--- config.mk ---
export PLATFORM = sky130hd
export DESIGN_NAME = spi_adc_multi
export DESIGN_NICKNAME = d
export VERILOG_FILES = /design/src/rtl/spi_adc_multi.sv
export SDC_FILE = /design/constraint.sdc
export NUM_CORES = 1
export LEC_CHECK = 0
export CAP_MARGIN = 20
export CORE_MARGIN = 2
export CORE_UTILIZATION = 56
export CTS_CLUSTER_DIAMETER = 100
export DETAILED_ROUTE_END_ITERATION = 10
export MAX_ROUTING_LAYER = met4
export PLACE_DENSITY = 0.81
export SYNTH_ARGS = -nofsm -noshare
export SYNTH_HDL_FRONTEND = slang
export SYNTH_SLANG_ARGS = --single-unit
--- constraint.sdc ---
create_clock -name clk -period 3.1 [get_ports clk]
set_clock_uncertainty 0.05 [all_clocks]
set_input_delay 0.31 -clock clk [delete_from_list [all_inputs] [get_ports clk]]
set_output_delay 0.31 -clock clk [all_outputs]
set_load 0.02 [all_outputs]
--- src/rtl/spi_adc_multi.sv ---
// Multi-channel SPI ADC frame reader: one frame of CH_N words per nDRDY falling edge,
// channel index sent on SDOUT, each received word strobed out on drdy with its channel.
module spi_adc_multi #(
    parameter int unsigned DATA_W  = 16,
    parameter int unsigned CH_N    = 4,
    parameter int unsigned CLK_DIV = 2,
    localparam int unsigned CH_W   = (CH_N > 1) ? $clog2(CH_N) : 1
) (
    input  logic              clk,
    input  logic              res,
    input  logic              nDRDY,
    input  logic              SDIN,
    input  logic              ovr_clr,
    output logic              SDOUT,
    output logic              SCLK,
    output logic              nCS,
    output logic              drdy,
    output logic [DATA_W-1:0] dataout,
    output logic [CH_W-1:0]   chan,
    output logic              busy,
    output logic              ovr
);

    localparam int unsigned DIV_W = (CLK_DIV > 1) ? $clog2(CLK_DIV) : 1;
    localparam int unsigned BIT_W = $clog2(DATA_W);

    typedef enum logic [1:0] {IDLE, SETUP, SHIFT, HOLD} state_t;

    state_t             state, state_n;
    logic [DIV_W-1:0]   div_cnt, div_n;
    logic               hi, hi_n;
    logic [BIT_W-1:0]   bit_cnt, bit_n;
    logic [CH_W-1:0]    ch, ch_n;
    logic [DATA_W-1:0]  shreg;
    logic [DATA_W-1:0]  word_c;
    logic [DATA_W-1:0]  cmd_c;
    logic               s1, s2, s3;
    logic               fall_c, div_done_c, sample_c, word_done_c, sclk_c, sdout_c;

    // nDRDY synchroniser plus delay flop; preset high so reset release never looks like a fall
    always_ff @(posedge clk or posedge res) begin
        if (res) begin
            s1 <= 1'b1;
            s2 <= 1'b1;
            s3 <= 1'b1;
        end else begin
            s1 <= nDRDY;
            s2 <= s1;
            s3 <= s2;
        end
    end

    assign fall_c     = ~s2 & s3;
    assign div_done_c = (div_cnt == DIV_W'(CLK_DIV - 1));
    assign sclk_c     = (state == SHIFT) & hi;
    assign sample_c   = (state == SHIFT) & hi & (div_cnt == '0);
    assign word_c     = sample_c ? {shreg[DATA_W-2:0], SDIN} : shreg;
    assign cmd_c      = DATA_W'(ch) << (DATA_W - CH_W);
    assign sdout_c    = ((state == SETUP) || (state == SHIFT)) ?
                        cmd_c[BIT_W'(DATA_W - 1) - bit_cnt] : 1'b0;

    always_ff @(posedge clk or posedge res) begin
        if (res) begin
            state   <= IDLE;
            div_cnt <= '0;
            hi      <= 1'b0;
            bit_cnt <= '0;
            ch      <= '0;
            shreg   <= '0;
        end else begin
            state   <= state_n;
            div_cnt <= div_n;
            hi      <= hi_n;
            bit_cnt <= bit_n;
            ch      <= ch_n;
            shreg   <= word_c;
        end
    end

    always_comb begin
        state_n     = state;
        div_n       = div_cnt;
        hi_n        = hi;
        bit_n       = bit_cnt;
        ch_n        = ch;
        word_done_c = 1'b0;
        case (state)
            IDLE: begin
                if (fall_c) begin
                    state_n = SETUP;
                    div_n   = '0;
                    hi_n    = 1'b0;
                    bit_n   = '0;
                    ch_n    = '0;
                end
            end
            SETUP: begin
                if (div_done_c) begin
                    state_n = SHIFT;
                    div_n   = '0;
                    hi_n    = 1'b0;
                end else begin
                    div_n = div_cnt + DIV_W'(1);
                end
            end
            SHIFT: begin
                if (!div_done_c) begin
                    div_n = div_cnt + DIV_W'(1);
                end else begin
                    div_n = '0;
                    hi_n  = ~hi;
                    // end of a high phase closes one bit; last bit closes the word
                    if (hi) begin
                        if (bit_cnt == BIT_W'(DATA_W - 1)) begin
                            word_done_c = 1'b1;
                            bit_n       = '0;
                            if (ch == CH_W'(CH_N - 1)) begin
                                state_n = HOLD;
                            end else begin
                                ch_n = ch + CH_W'(1);
                            end
                        end else begin
                            bit_n = bit_cnt + BIT_W'(1);
                        end
                    end
                end
            end
            HOLD: begin
                if (div_done_c) begin
                    state_n = IDLE;
                    div_n   = '0;
                end else begin
                    div_n = div_cnt + DIV_W'(1);
                end
            end
            default: state_n = IDLE;
        endcase
    end

    // Registered pin outputs follow the state one clock later, so nCS and busy share one window
    always_ff @(posedge clk or posedge res) begin
        if (res) begin
            nCS     <= 1'b1;
            SCLK    <= 1'b0;
            SDOUT   <= 1'b0;
            drdy    <= 1'b0;
            dataout <= '0;
            chan    <= '0;
            busy    <= 1'b0;
            ovr     <= 1'b0;
        end else begin
            nCS   <= (state == IDLE);
            SCLK  <= sclk_c;
            SDOUT <= sdout_c;
            drdy  <= word_done_c;
            busy  <= (state != IDLE);
            if (word_done_c) begin
                dataout <= word_c;
                chan    <= ch;
            end
            if (fall_c && (state != IDLE)) begin
                ovr <= 1'b1;
            end else if (ovr_clr) begin
                ovr <= 1'b0;
            end
        end
    end

endmodule

==> results of run 1 <==
[cell families (layout without fill, tap and decap cells)]
kind of cell | Yosys count | after routing | synth area share
flip-flops | 53 | 53 | 0.599
buffers and inverters | 14 | 45 | 0.0310
multiplexers | 37 | 37 | 0.187
AO/OA/AOI/OAI | 19 | 19 | 0.0603
AND/OR/NAND/NOR | 30 | 30 | 0.0772
adder cells (fa/ha/maj) | 8 | 8 | 0.0451
[cell usage after synthesis, types with 2 or more instances]
master / instances / area (um^2)
nand2b_1: 2 / 12.5
o21ai_0: 6 / 30.0
or4_1: 2 / 15.0
nand4_1: 3 / 18.8
ha_1: 8 / 100
buf_4: 2 / 15.0
nor2_1: 4 / 15.0
mux2_2: 36 / 405
dfrtp_1: 49 / 1230
clkbuf_1: 2 / 7.51
o211ai_1: 2 / 15.0
dfstp_2: 4 / 105
nand3_1: 4 / 20.0
o22ai_1: 2 / 12.5
nand2_1: 8 / 30.0
inv_1: 7 / 26.3
[metrics by stage]
step,instances,power (mW),hold WS (ns)
2_1_floorplan,161,1.22,0.264
3_3_place_gp,231,1.30,0.298
3_5_place_dp,231,1.33,0.305
4_1_cts,239,1.72,0.315
5_1_grt,240,1.83,0.171
6_report,240,1.71,0.163
[path summary, 6_finish.rpt]
kind	endpoint	slack, ns	cells past startpoint
worst min-delay path	state[0]$_DFFE_PP0P_	0.16	2
worst min register to register	s2$_DFF_PP1_	0.31	0
worst max register to register	bit_cnt[3]$_DFFE_PP0P_	0.79	6
max in group asynchronous	s3$_DFF_PP1_	2.33	3
min in group clk	s2$_DFF_PP1_	0.31	0
worst max-delay path	bit_cnt[3]$_DFFE_PP0P_	0.79	6
[flip-flops by register name, indices dropped and copies added, names as in the netlist, 2 cells and up]
signal / cells
bit_cnt: 4
dataout: 16
ch: 2
shreg: 16
state: 2
chan: 2
[where the power goes]
part	internal, mW	leakage, nW	switching [mW]
registers	0.776	0.709	0.0611
clock network	0.181	0.0445	0.205
logic	0.214	0.486	0.277
[layout make-up]
type	instances	area, um^2
tap	48	60.1
clock inverter	1	7.51
multi-input combinational	94	821
clock buffer	7	86.3
inverter	8	30.0
sequential	53	1330
fill	257	1110
timing repair buffer	29	300
[worst max-delay path: cells and delay by family (launching register included)]
kind	cells	cell delay [ns]
AO/OA/AOI/OAI	1	0.42
adder cells (fa/ha/maj)	1	0.46
buffers and inverters	1	0.15
flip-flops	1	0.41
AND/OR/NAND/NOR	3	0.76
[metal layers]
layer,GRT usage,routed length [um]
met5,-,0
met1,0.242,1580
met4,0.0587,43
met3,0.0557,134
met2,0.308,1780
[layout by cell type, fill, tap and decap left out, types with 2 or more instances in the layout]
cell             instances
nand3_1                  4
o211ai_1                 2
o22ai_1                  2
o21ai_0                  6
or4_1                    2
mux2_2                  36
dfstp_2                  4
nand2_1                  8
inv_2                    2
nand2b_1                 2
nand4_1                  3
inv_1                    6
clkdlybuf4s50_1         28
ha_1                     8
dfrtp_1                 49
clkbuf_8                 6
nor2_1                   4
==> reports/summary.txt, run 1 <==
status - finished clean
I/O pins - 29
routed vias/inst - 5.44
diodes inserted - 0
min Tclk post-route - 2.31 ns
max-slew violations - 0
cts bufs inserted - 5
Post-synth EDFFs - 0
crit path from - state[0]$_DFFE_PP0P_
Initial DRC Count - 94
Die Width - 67.0 um
GP Congestion - 0.807
cell chain of the critical path - inv_1, ha_1, nor2_1, a221o_1, or4_1, nand4_1
total number of vias - 1305
Lkg Pwr - 1.24 nW
top_reg_cell synth - dfrtp_1
Hold Path Class - in2async
vias in the first global route - 1365
GRT Total Usage - 0.193
Die H - 67.0 um
total gr overflow - 0
clock slew at reported path FFs - 0.08 ns
post-route setup TNS - 0 ns
drt total wl - 3.53 mm
Worst Setup End Kind - flop
Place WS - 0.818 ns
post-CTS resize count - 0
Syn Nets - 174
number of H-tree levels - 2
full die area - 4490 um^2
fmax - 433 MHz
CTS Hold Bufs - 0
Area Growth Syn to Fin - 18.7%
# setup viols final - 0
post-route cell area - 2640 um^2
CTS Root Cell - clkbuf_8
setup bufs post-CTS - 0
RSZ-0062 raised after global routing - false
Max clock buf depth - 2
wire per inst - 14.7 um
CP Launch Type - flop
Post-synth ARST share - 1.00
TritonRoute pass-1 iters - 4
sequential element share of the synthesized area - 0.599
Worst Path Max Fanout - 14
Slowest-stage cell, CP - or4_1
largest net degree at the start of global routing - 54
port bufs - 28
Distinct cells, synth - 36
Slew @ Worst Pin - 0.558 ns
initial antenna violation count - 0
ANT nets after route - 0
Yosys reg bits - 53
Crit path largest cell delay - 0.56 ns
layout cells sized above 1 - 0.281
TritonCTS clock tree - yes
final core occ - 0.704
Starting Density - 0.593
HPWL after DPL - 2.53 mm
clock sinks - 53
Core ar. - 3740 um^2
Critical Path AT - 2.49 ns
r2r startpoint - state[0]$_DFFE_PP0P_
max_slew headroom - 0.627
synthesized area - 2220 um^2
fin nets - 204
Rows - 22
placed inst area - 2520 um^2
Warnings, synthesis - 0
Req. time, crit path - 3.29 ns
DRC viols - 0
CP Class - reg2reg
Max-Cap Viols - 0
part of the cycle the worst path needs - 0.744
Final Hold Viols - 0
Worst-Skew Late Latency - 0.30 ns
PD cells - 650 nW/um^2
Syn Inst Count - 161
Avg Cell Area, Syn - 13.8 um^2
Max IR drop VDD - 0.321 mV
first-pass GRT wire length - 6.20 mm
worst setup margin - 0.792 ns
Power figures use the tool's default switching activity.
==> inputs of run 2 (changes only) <==
--- a/config.mk
+++ b/config.mk
@@ -7,11 +7,11 @@
 export LEC_CHECK = 0
 export CAP_MARGIN = 20
 export CORE_MARGIN = 2
-export CORE_UTILIZATION = 56
+export CORE_UTILIZATION = 54
 export CTS_CLUSTER_DIAMETER = 100
 export DETAILED_ROUTE_END_ITERATION = 10
 export MAX_ROUTING_LAYER = met4
-export PLACE_DENSITY = 0.81
+export PLACE_DENSITY = 0.78
 export SYNTH_ARGS = -nofsm -noshare
 export SYNTH_HDL_FRONTEND = slang
 export SYNTH_SLANG_ARGS = --single-unit
==> constraint.sdc (replaced) <==
create_clock -name clk -period 2.2 [get_ports clk]
set_clock_uncertainty 0.05 [all_clocks]
set_input_delay 0.22 -clock clk [delete_from_list [all_inputs] [get_ports clk]]
set_output_delay 0.22 -clock clk [all_outputs]
set_load 0.02 [all_outputs]
==> reports/summary.txt, run 2 (synthesis results as in run 1) <==
Die Width - 68.1 um (+1.7%)
DRC viols - 0 (unchanged)
CTS Root Cell - clkbuf_8
ANT nets after route - 0 (unchanged)
vias in the first global route - 1364 (-0.073%)
Area Growth Syn to Fin - 21.2%
Clk pwr share - 0.255 (+0.029)
Logic pwr share - 0.282 (-0.004)
Flop pwr share - 0.462 (-0.026)
wire per inst - 15.3 um (+3.7%)
RR Endpoint - bit_cnt[3]$_DFFE_PP0P_
total number of vias - 1363 (+4.4%)
Lkg Pwr - 1.27 nW (+2.6%)
Worst Path Max Fanout - 9 (-5)
drt total wl - 3.74 mm (+5.9%)
Critical Path AT - 2.20 ns (-0.29 ns)
Slew @ Worst Pin - 0.501 ns (-0.0574 ns)
FF-to-FF setup slack - 0.19 ns (-0.60 ns)
switching pwr - 0.801 mW (+47%)
initial antenna violation count - 0 (unchanged)
max_slew headroom - 0.666 (+0.0386)
post-route cell area - 2690 um^2 (+2.1%)
switch share - 0.313 (-0.00444)
Starting Density - 0.559 (-0.0340)
GRT Total Usage - 0.191 (-0.00237)
RSZ-0062 raised after global routing - false
setup bufs post-CTS - 0 (unchanged)
Hold Path Class - in2async
Req. time, crit path - 2.39 ns (-0.90 ns)
final core occ - 0.678 (-0.0262)
Rows - 23 (+4.5%)
# setup viols final - 0 (unchanged)
Max IR drop VDD - 0.528 mV (+65%)
I/O pins - 29 (unchanged)
Final Hold Viols - 0 (unchanged)
commonest non-fill, non-tap cells in the layout - dfrtp_1 (49), mux2_2 (36), clkdlybuf4s50_1 (28)
worst setup margin - 0.192 ns (-0.600 ns)
commonest non-fill, non-tap cell in the layout - dfrtp_1
PD cells - 952 nW/um^2 (+46%)
max-slew violations - 0 (unchanged)
total gr overflow - 0 (unchanged)
TritonCTS clock tree - yes
Core ar. - 3970 um^2 (+6.1%)
GP Congestion - 0.897 (+11%)
cts bufs inserted - 5 (unchanged)
TritonRoute pass-1 iters - 4 (unchanged)
port bufs - 28 (unchanged)
Max clock buf depth - 2 (unchanged)
fmax - 498 MHz (+15%)
CTS Hold Bufs - 0 (unchanged)
Max-Cap Viols - 0 (unchanged)
number of H-tree levels - 2 (unchanged)
Tot Pwr - 2.56 mW (+49%)
fin nets - 207 (+1.5%)
HPWL after DPL - 2.74 mm (+8.3%)
Die H - 68.1 um (+1.7%)
clock sinks - 53 (unchanged)
routed vias/inst - 5.56 (+2.3%)
Initial DRC Count - 87 (-7.4%)
Worst-Skew Late Latency - 0.31 ns (about the same)
diodes inserted - 0 (unchanged)
final hold slack - 0.206 ns (+0.0434 ns)
post-route setup TNS - 0 ns (unchanged)
placed inst area - 2580 um^2 (+2.3%)
Place WS - 0.218 ns (-0.600 ns)
part of the cycle the worst path needs - 0.913 (+0.168)
r2r worst-path depth - 6 (unchanged)
first-pass GRT wire length - 6.31 mm (+1.9%)
post-CTS resize count - 0 (unchanged)
CP Class - reg2reg
Inst Count DP - 237 (+2.6%)
r2r startpoint - state[0]$_DFFE_PP0P_
leading registers by flop count - dataout x16, shreg x16, bit_cnt x4
status - finished clean
layout cells sized above 1 - 0.297 (+0.0162)
min Tclk post-route - 2.01 ns (-0.300 ns)
Finished Layout Cells - 245 (+2.1%)
Worst Setup End Kind - flop
CP Launch Type - flop
largest net degree at the start of global routing - 32 (-41%)
clock slew at reported path FFs - 0.09 ns (about the same)
Power Internal - 1.76 mW (+50%)
full die area - 4640 um^2 (+3.5%)
run 2: worst max path at each step:
| stage | startpoint | to |
|---|---|---|
| after detailed placement | state[0]$_DFFE_PP0P_ | bit_cnt[3]$_DFFE_PP0P_ |
| after global placement | state[0]$_DFFE_PP0P_ | bit_cnt[3]$_DFFE_PP0P_ |
| final | state[0]$_DFFE_PP0P_ | bit_cnt[3]$_DFFE_PP0P_ |
| after floorplan | state[0]$_DFFE_PP0P_ | dataout[10]$_DFFE_PP0P_ |
| after global routing | state[0]$_DFFE_PP0P_ | bit_cnt[3]$_DFFE_PP0P_ |
| after CTS | state[0]$_DFFE_PP0P_ | bit_cnt[3]$_DFFE_PP0P_ |
run 2: power by group through the flow:
stage | combinational (mW) | clock, mW | sequential, mW
6_report | 0.724 | 0.654 | 1.18
5_1_grt | 0.795 | 0.718 | 1.20
4_1_cts | 0.722 | 0.668 | 1.19
3_5_place_dp | 0.718 | 0 | 1.20
3_3_place_gp | 0.686 | 0 | 1.19
2_1_floorplan | 0.512 | 0 | 1.20
run 2: critical path: stages, from the launching register on:
cell     delay (ns)
dfrtp_1        0.41
inv_1          0.16
ha_1           0.34
nor2_1         0.07
a221o_1        0.31
or4_1          0.52
nand4_1        0.10
run 2: area by class of cell:
cell class,instances,area [um^2]
Sequential cell,53,1330
Inverter,8,30.0
Fill cell,263,1280
Tap cell,50,62.6
Clock buffer,5,68.8
Multi-Input combinational cell,94,821
Clock inverter,3,43.8
Timing Repair Buffer,32,335
run 2: per-layer routing:
| layer | global-route usage | part of all wire | routed length (um) | vias up |
|---|---|---|---|---|
| met5 | - | 0 | 0 | - |
| met4 | 0.0725 | 0.011 | 43 | 0 |
| met3 | 0.0526 | 0.032 | 118 | 5 |
| met2 | 0.289 | 0.50 | 1880 | 25 |
| met1 | 0.246 | 0.45 | 1700 | 699 |
| li1 | - | - | - | 634 |
==> inputs of run 3 (changes only) <==
--- a/config.mk
+++ b/config.mk
@@ -5,7 +5,6 @@
 export SDC_FILE = /design/constraint.sdc
 export NUM_CORES = 1
 export LEC_CHECK = 0
-export CAP_MARGIN = 20
 export CORE_MARGIN = 2
 export CORE_UTILIZATION = 54
 export CTS_CLUSTER_DIAMETER = 100
==> results of run 3 <==
Final layout, timing and power as in run 2 (identical DEF).
